--- src/rtl/agu_nd_burst.sv ---
`default_nettype none
// ============================================================================
// Module      : agu_nd_burst
// Description : N-dimensional address generation unit. Accepts a strided
//               tensor-tile descriptor and emits aligned burst requests that
//               never exceed MAX_BURST_BEATS and never cross BOUNDARY_BYTES.
// Ports       : clk_i/rst_ni          clock, async active-low reset
//               cfg_*                 descriptor handshake (base/count/stride)
//               abort_i               flush current descriptor
//               req_*                 burst request channel (addr/len/size/last)
//               busy_o / done_o       status, one-cycle completion pulse
// Revision    : 1.0 - initial release
// ============================================================================
module agu_nd_burst #(
    parameter int ADDR_WIDTH      = 32,
    parameter int NUM_DIMS        = 3,
    parameter int CNT_WIDTH       = 16,
    parameter int DATA_BYTES      = 8,
    parameter int MAX_BURST_BEATS = 16,
    parameter int BOUNDARY_BYTES  = 4096
) (
    input  logic                           clk_i,
    input  logic                           rst_ni,
    input  logic                           cfg_valid_i,
    output logic                           cfg_ready_o,
    input  logic [ADDR_WIDTH-1:0]          cfg_base_i,
    input  logic [NUM_DIMS*CNT_WIDTH-1:0]  cfg_count_i,
    input  logic [NUM_DIMS*ADDR_WIDTH-1:0] cfg_stride_i,
    input  logic                           abort_i,
    output logic                           req_valid_o,
    input  logic                           req_ready_i,
    output logic [ADDR_WIDTH-1:0]          req_addr_o,
    output logic [7:0]                     req_len_o,
    output logic [2:0]                     req_size_o,
    output logic                           req_last_o,
    output logic                           busy_o,
    output logic                           done_o
);

    localparam int SIZE_LOG2 = $clog2(DATA_BYTES);
    localparam logic [2:0]            REQ_SIZE   = 3'(SIZE_LOG2);
    localparam logic [ADDR_WIDTH-1:0] ALIGN_MASK = ~ADDR_WIDTH'(DATA_BYTES - 1);
    localparam logic [ADDR_WIDTH-1:0] BND_MASK   = ADDR_WIDTH'(BOUNDARY_BYTES - 1);
    localparam logic [ADDR_WIDTH-1:0] BND_BEATS  = ADDR_WIDTH'(BOUNDARY_BYTES / DATA_BYTES);
    localparam logic [ADDR_WIDTH-1:0] MAX_BEATS  = ADDR_WIDTH'(MAX_BURST_BEATS);
    localparam logic [ADDR_WIDTH-1:0] ADDR_ONE   = ADDR_WIDTH'(1);
    localparam logic [CNT_WIDTH-1:0]  CNT_ONE    = CNT_WIDTH'(1);

    localparam logic [1:0] ST_IDLE  = 2'd0;
    localparam logic [1:0] ST_ISSUE = 2'd1;
    localparam logic [1:0] ST_DONE  = 2'd2;

    logic [1:0]            state;
    logic [ADDR_WIDTH-1:0] addr;                 // start address of current burst
    logic [CNT_WIDTH-1:0]  row_left;             // dim-0 beats not yet issued
    logic [CNT_WIDTH-1:0]  count    [NUM_DIMS];
    logic [ADDR_WIDTH-1:0] stride   [NUM_DIMS];
    logic [CNT_WIDTH-1:0]  idx      [NUM_DIMS];
    logic [ADDR_WIDTH-1:0] dim_base [NUM_DIMS];

    logic [ADDR_WIDTH-1:0] row_beats;
    logic [ADDR_WIDTH-1:0] bnd_beats;
    logic [ADDR_WIDTH-1:0] beats;
    logic                  row_empty;
    logic                  all_end;
    logic                  burst_last;
    logic                  any_zero;
    logic                  found;
    logic [ADDR_WIDTH-1:0] carry_base;
    logic [ADDR_WIDTH-1:0] nxt_addr;
    logic [CNT_WIDTH-1:0]  nxt_row;
    logic [CNT_WIDTH-1:0]  nxt_idx  [NUM_DIMS];
    logic [ADDR_WIDTH-1:0] nxt_base [NUM_DIMS];

    // Burst size: smallest of row remainder, burst limit, room to boundary.
    always_comb begin
        row_beats = ADDR_WIDTH'(row_left);
        bnd_beats = BND_BEATS - ((addr & BND_MASK) >> SIZE_LOG2);
        beats     = (row_beats < MAX_BEATS) ? row_beats : MAX_BEATS;
        if (bnd_beats < beats) begin
            beats = bnd_beats;
        end
        row_empty = (row_beats == beats);
    end

    always_comb begin
        all_end  = 1'b1;
        any_zero = 1'b0;
        for (int d = 1; d < NUM_DIMS; d++) begin
            if (idx[d] != count[d] - CNT_ONE) begin
                all_end = 1'b0;
            end
        end
        for (int d = 0; d < NUM_DIMS; d++) begin
            if (cfg_count_i[d*CNT_WIDTH +: CNT_WIDTH] == '0) begin
                any_zero = 1'b1;
            end
        end
        burst_last = row_empty && all_end;
    end

    // Cursor advance: inside a row step the address; on row exhaustion carry
    // into the lowest dimension that still has iterations left and rebase
    // every lower dimension onto its new base.
    always_comb begin
        nxt_addr   = addr + (beats << SIZE_LOG2);
        nxt_row    = row_left - CNT_WIDTH'(beats);
        nxt_idx    = idx;
        nxt_base   = dim_base;
        found      = 1'b0;
        carry_base = '0;
        if (row_empty) begin
            nxt_row = count[0];
            for (int d = 1; d < NUM_DIMS; d++) begin
                if (!found && (idx[d] != count[d] - CNT_ONE)) begin
                    found       = 1'b1;
                    carry_base  = dim_base[d] + stride[d];
                    nxt_idx[d]  = idx[d] + CNT_ONE;
                    nxt_base[d] = carry_base;
                    nxt_addr    = carry_base;
                    for (int e = 1; e < NUM_DIMS; e++) begin
                        if (e < d) begin
                            nxt_idx[e]  = '0;
                            nxt_base[e] = carry_base;
                        end
                    end
                end
            end
        end
    end

    always_ff @(posedge clk_i or negedge rst_ni) begin
        if (!rst_ni) begin
            state    <= ST_IDLE;
            addr     <= '0;
            row_left <= '0;
            for (int d = 0; d < NUM_DIMS; d++) begin
                count[d]    <= '0;
                stride[d]   <= '0;
                idx[d]      <= '0;
                dim_base[d] <= '0;
            end
        end else begin
            case (state)
                ST_IDLE: begin
                    if (cfg_valid_i) begin
                        addr     <= cfg_base_i & ALIGN_MASK;
                        row_left <= cfg_count_i[CNT_WIDTH-1:0];
                        for (int d = 0; d < NUM_DIMS; d++) begin
                            count[d]    <= cfg_count_i[d*CNT_WIDTH +: CNT_WIDTH];
                            stride[d]   <= cfg_stride_i[d*ADDR_WIDTH +: ADDR_WIDTH] & ALIGN_MASK;
                            idx[d]      <= '0;
                            dim_base[d] <= cfg_base_i & ALIGN_MASK;
                        end
                        state <= any_zero ? ST_DONE : ST_ISSUE;
                    end
                end
                ST_ISSUE: begin
                    if (abort_i) begin
                        state <= ST_IDLE;
                    end else if (req_ready_i) begin
                        if (burst_last) begin
                            state <= ST_DONE;
                        end else begin
                            addr     <= nxt_addr;
                            row_left <= nxt_row;
                            idx      <= nxt_idx;
                            dim_base <= nxt_base;
                        end
                    end
                end
                default: begin
                    state <= ST_IDLE;
                end
            endcase
        end
    end

    // Payload is driven straight from cursor registers, so it cannot move
    // while a request is stalled.
    assign cfg_ready_o = (state == ST_IDLE);
    assign busy_o      = (state != ST_IDLE);
    assign req_valid_o = (state == ST_ISSUE);
    assign req_addr_o  = addr;
    assign req_len_o   = (state == ST_ISSUE) ? 8'(beats - ADDR_ONE) : 8'd0;
    assign req_size_o  = (state == ST_ISSUE) ? REQ_SIZE : 3'd0;
    assign req_last_o  = (state == ST_ISSUE) && burst_last;
    assign done_o      = (state == ST_DONE) && !abort_i;

endmodule
`default_nettype wire
--- config.mk ---
export PLATFORM = sky130hd
export DESIGN_NAME = agu_nd_burst
export DESIGN_NICKNAME = d
export VERILOG_FILES = /design/src/rtl/agu_nd_burst.sv
export SDC_FILE = /design/constraint.sdc
export NUM_CORES = 1
export LEC_CHECK = 0
export ABC_AREA = 1
export CAP_MARGIN = 20
export CORE_MARGIN = 2
export CORE_UTILIZATION = 30
export CTS_CLUSTER_SIZE = 30
export DETAILED_ROUTE_END_ITERATION = 6
export HOLD_SLACK_MARGIN = 0.05
export PLACE_DENSITY = 0.57
export SYNTH_ARGS = -nofsm -noshare
export SYNTH_HDL_FRONTEND = slang
export SYNTH_SLANG_ARGS = --single-unit
--- constraint.sdc ---
create_clock -name clk_i -period 5.05 [get_ports clk_i]
set_input_delay 1.01 -clock clk_i [delete_from_list [all_inputs] [get_ports clk_i]]
set_output_delay 1.01 -clock clk_i [all_outputs]
set_load 0.03 [all_outputs]
==> qor.yml <==
synth_edf_count: 0
overflow: 0
crit_slowest_cell: "dfrtp_1"
p_seq_frac: 0.200
antenna_found_initial: 0
drc: 0
synthCells: 2923
ys_warn_count: 0
grt_max_degree: 91
critical_path.max_fanout: 4
dr_wl_met2_mm: 34.1
stdcell_area_um2: 24700
track_usage: 0.220
fin_cells: 4076
gp_congestion: 0.965
synth-seq-area-share: 0.315
combPwrFrac: 0.661
final_nets: 3485
muxShareOfSynthArea: 0
met3WireLength_mm: 4.59
yosys.area.top_type: "dfrtp_1"
fmax_mhz: 182
h-tree-depth: 2
antenna_cells: 0
hold_class: "primary input to asynchronous set/reset pin"
cpLargestDelayFamily: "simple AND/OR/NAND/NOR gates"
ctsRootBufferMaster: "clkbuf_16"
synth-main-ff-cell: "dfrtp_1"
first_iter_violations: 1399
synth_xor_area_frac: 0.0581
postCtsHoldBufs: 0
ys_types: 49
clkLatencyLatePin_ns: 0.56
cpPeakStageDelay_ns: 0.40
arrival_ns: 4.49
required_ns: 4.04
wirelength_met1_mm: 32.3
rows: 93
grt_setup_unrepaired: "true"
ant_nets: 0
avgViaCountPerCell: 4.91
die_x_um: 259
core_um2: 64200
violations: "setup timing"
synth-simple-area-share: 0.351
power.net_switching_mw: 9.32
maxCapViolCount: 0
die_area_um2: 66800
cts_tree: "built"
clk_pin_slew_worst_paths_ns: 0.06
finalCritPeriodShare: 1.09
dp_hpwl_mm: 57.6
start_util: 0.303
p_int_mw: 8.90
ys_top_cells_by_count: "nand2_1, inv_1, nor2_1"
worstSetupStartpointType: "register"
placed_area_um2: 22900
grt_pass1_wl_mm: 114
wl_per_cell_um: 18.1
finClkSkew_ns: 0.0242
finalSetupViolCount: 1
port_buffers: 186
cts_buffers: 35
dr_total_vias: 20025
p_per_area_nw_per_um2: 739
worst-path-buf-inv: 5
slew_viol_final: 0
multi_input_comb_area_um2: 12300
synth.avg_cell_area_um2: 6.65
min_period_ns: 5.50
grt_pass1_vias: 19623
ios: 229
slew_headroom: 0.407
synth-seq-cells: 245
ys_async_sr_fraction: 1.00
place_inst: 3996
cts_sinks: 245
synth.area.top_cells: "dfrtp_1, nand2_1, ha_1"
yosysTopAreaCellShare: 0.315
hold_viol: 0
p_leak_nw: 12.1
p_total_mw: 18.2
yosysMostFrequentCell: "nand2_1"
fillCellCount: 6923
synth-compound-area-share: 0.125
synth-adder-area-share: 0.0698
p_sw_frac: 0.511
drt_wl_total_mm: 73.6
synth_top_family_by_area: "simple AND/OR/NAND/NOR gates"
setup.worst_path.end_class: "primary output"
drive_gt1_frac: 0.102
critPathKind: "register to primary output"
regArea_um2: 6130
vdd_ir_drop_max_v: 0.000272
areaGrowthSynthToFinish_pct: 26.9
die_h_um: 259
highest_layer: "met4"
clockPowerShare: 0.139
hold-worst-slack_ns: 0.419
finalWorstSetupSlack_ns: -0.446
worst_pin_slew_ns: 0.888
clockBufferDepth: 3
dr.pass1.iters: 5
syn_area_um2: 19400
cpMostUsedCell: "nand2_1"
status: "finished with violations"
[worst paths after layout]
| check | slack, ns | startpoint | end | cells after the start |
|---|---|---|---|---|
| hold reg to reg | 0.47 | dim_base[33]$_DFFE_PN0P_ | dim_base[33]$_DFFE_PN0P_ | 2 |
| hold / removal | 0.42 | rst_ni | stride[58]$_DFFE_PN0P_ | 1 |
| setup / recovery | -0.45 | req_addr_o[3]$_DFFE_PN0P_ | req_last_o | 25 |
| min in group clk_i | 0.47 | dim_base[33]$_DFFE_PN0P_ | dim_base[33]$_DFFE_PN0P_ | 2 |
| setup reg to reg | 0.24 | req_addr_o[3]$_DFFE_PN0P_ | req_addr_o[17]$_DFFE_PN0P_ | 34 |
| max in group asynchronous | 3.52 | rst_ni | count[25]$_DFFE_PN0P_ | 2 |
[routing by layer]
metal,track usage,vias to the layer above
met5,0,-
met4,0.0763,0
met3,0.0398,119
met2,0.365,565
met1,0.288,9267
li1,-,10074
[stage by stage]
step | worst slack [ns] | utilization | setup TNS, ns
finish | -0.446 | 0.384 | -0.446
global route | -0.727 | 0.384 | -2.09
CTS | -0.463 | 0.377 | -0.466
detailed placement | -0.304 | 0.356 | -1.34
global placement | -0.285 | 0.356 | -0.545
floorplan | 0.0119 | - | 0
[final cells by class]
type	instances	area share
tap	855	0.0434
sequential	245	0.249
clock buffer	49	0.0410
multi-input combinational	2315	0.498
timing repair buffer	312	0.119
inverter	289	0.0448
clock inverter	11	0.00583
[worst register-to-register path: cells and delay by family (launching register included)]
family / cells / cell delay (ns)
AOI/OAI and AO/OA: 7 / 1.00
adders and majority gates: 3 / 0.79
buffers and inverters: 7 / 0.79
xor gates and xnor gates: 1 / 0.22
and+or+nand+nor: 16 / 1.48
DFF: 1 / 0.40
[registers in the layout (all words and copies together) (netlist names)]
register,count
count,48
row_left,16
dim_base,59
stride,58
state,2
req_addr_o,30
idx,32
[cells in the final DEF (no fill, tap or decap), drive strengths merged, types with 8 or more instances in the layout]
master and instances:
nand2 1007, inv 286, nor2 279, dfrtp 245
o21ai 200, nand3 182, clkdlybuf4s50 176, a21oi 151
buf 135, ha 102, xor2 86, clkbuf 49
nand4 48, nor3 45, xnor2 42, nor4 32
conb 17, or2 14, o21bai 12, a31oi 11
a21o 11, a21boi 11, o31ai 10, o211ai 9
clkinv 9, nand3b 8
[logic make-up (layout without fill, tap and decap cells)]
group	Yosys count	in the layout
compound gates	442	442
xor+xnor	128	128
fa+ha+maj	106	106
buf+inv	378	661
flops	245	245
other cells	2	17
simple gates	1622	1622
[power groups by stage]
| stage | clock network (mW) | registers, mW | logic, mW |
|---|---|---|---|
| 2_1_floorplan | 0 | 3.53 | 7.38 |
| 3_3_place_gp | 0 | 3.64 | 11.1 |
| 3_5_place_dp | 0 | 3.63 | 11.1 |
| 4_1_cts | 2.60 | 3.63 | 11.3 |
| 5_1_grt | 2.68 | 3.75 | 13.4 |
| 6_report | 2.54 | 3.64 | 12.0 |
[repair_timing]
item | in CTS | in global routing
gates resized for setup | 40 | 103
buffers inserted | 8 | 14
endpoints found under the setup margin | 42 | 73
pin swaps | 13 | 40
Power figures use the tool's default switching activity.
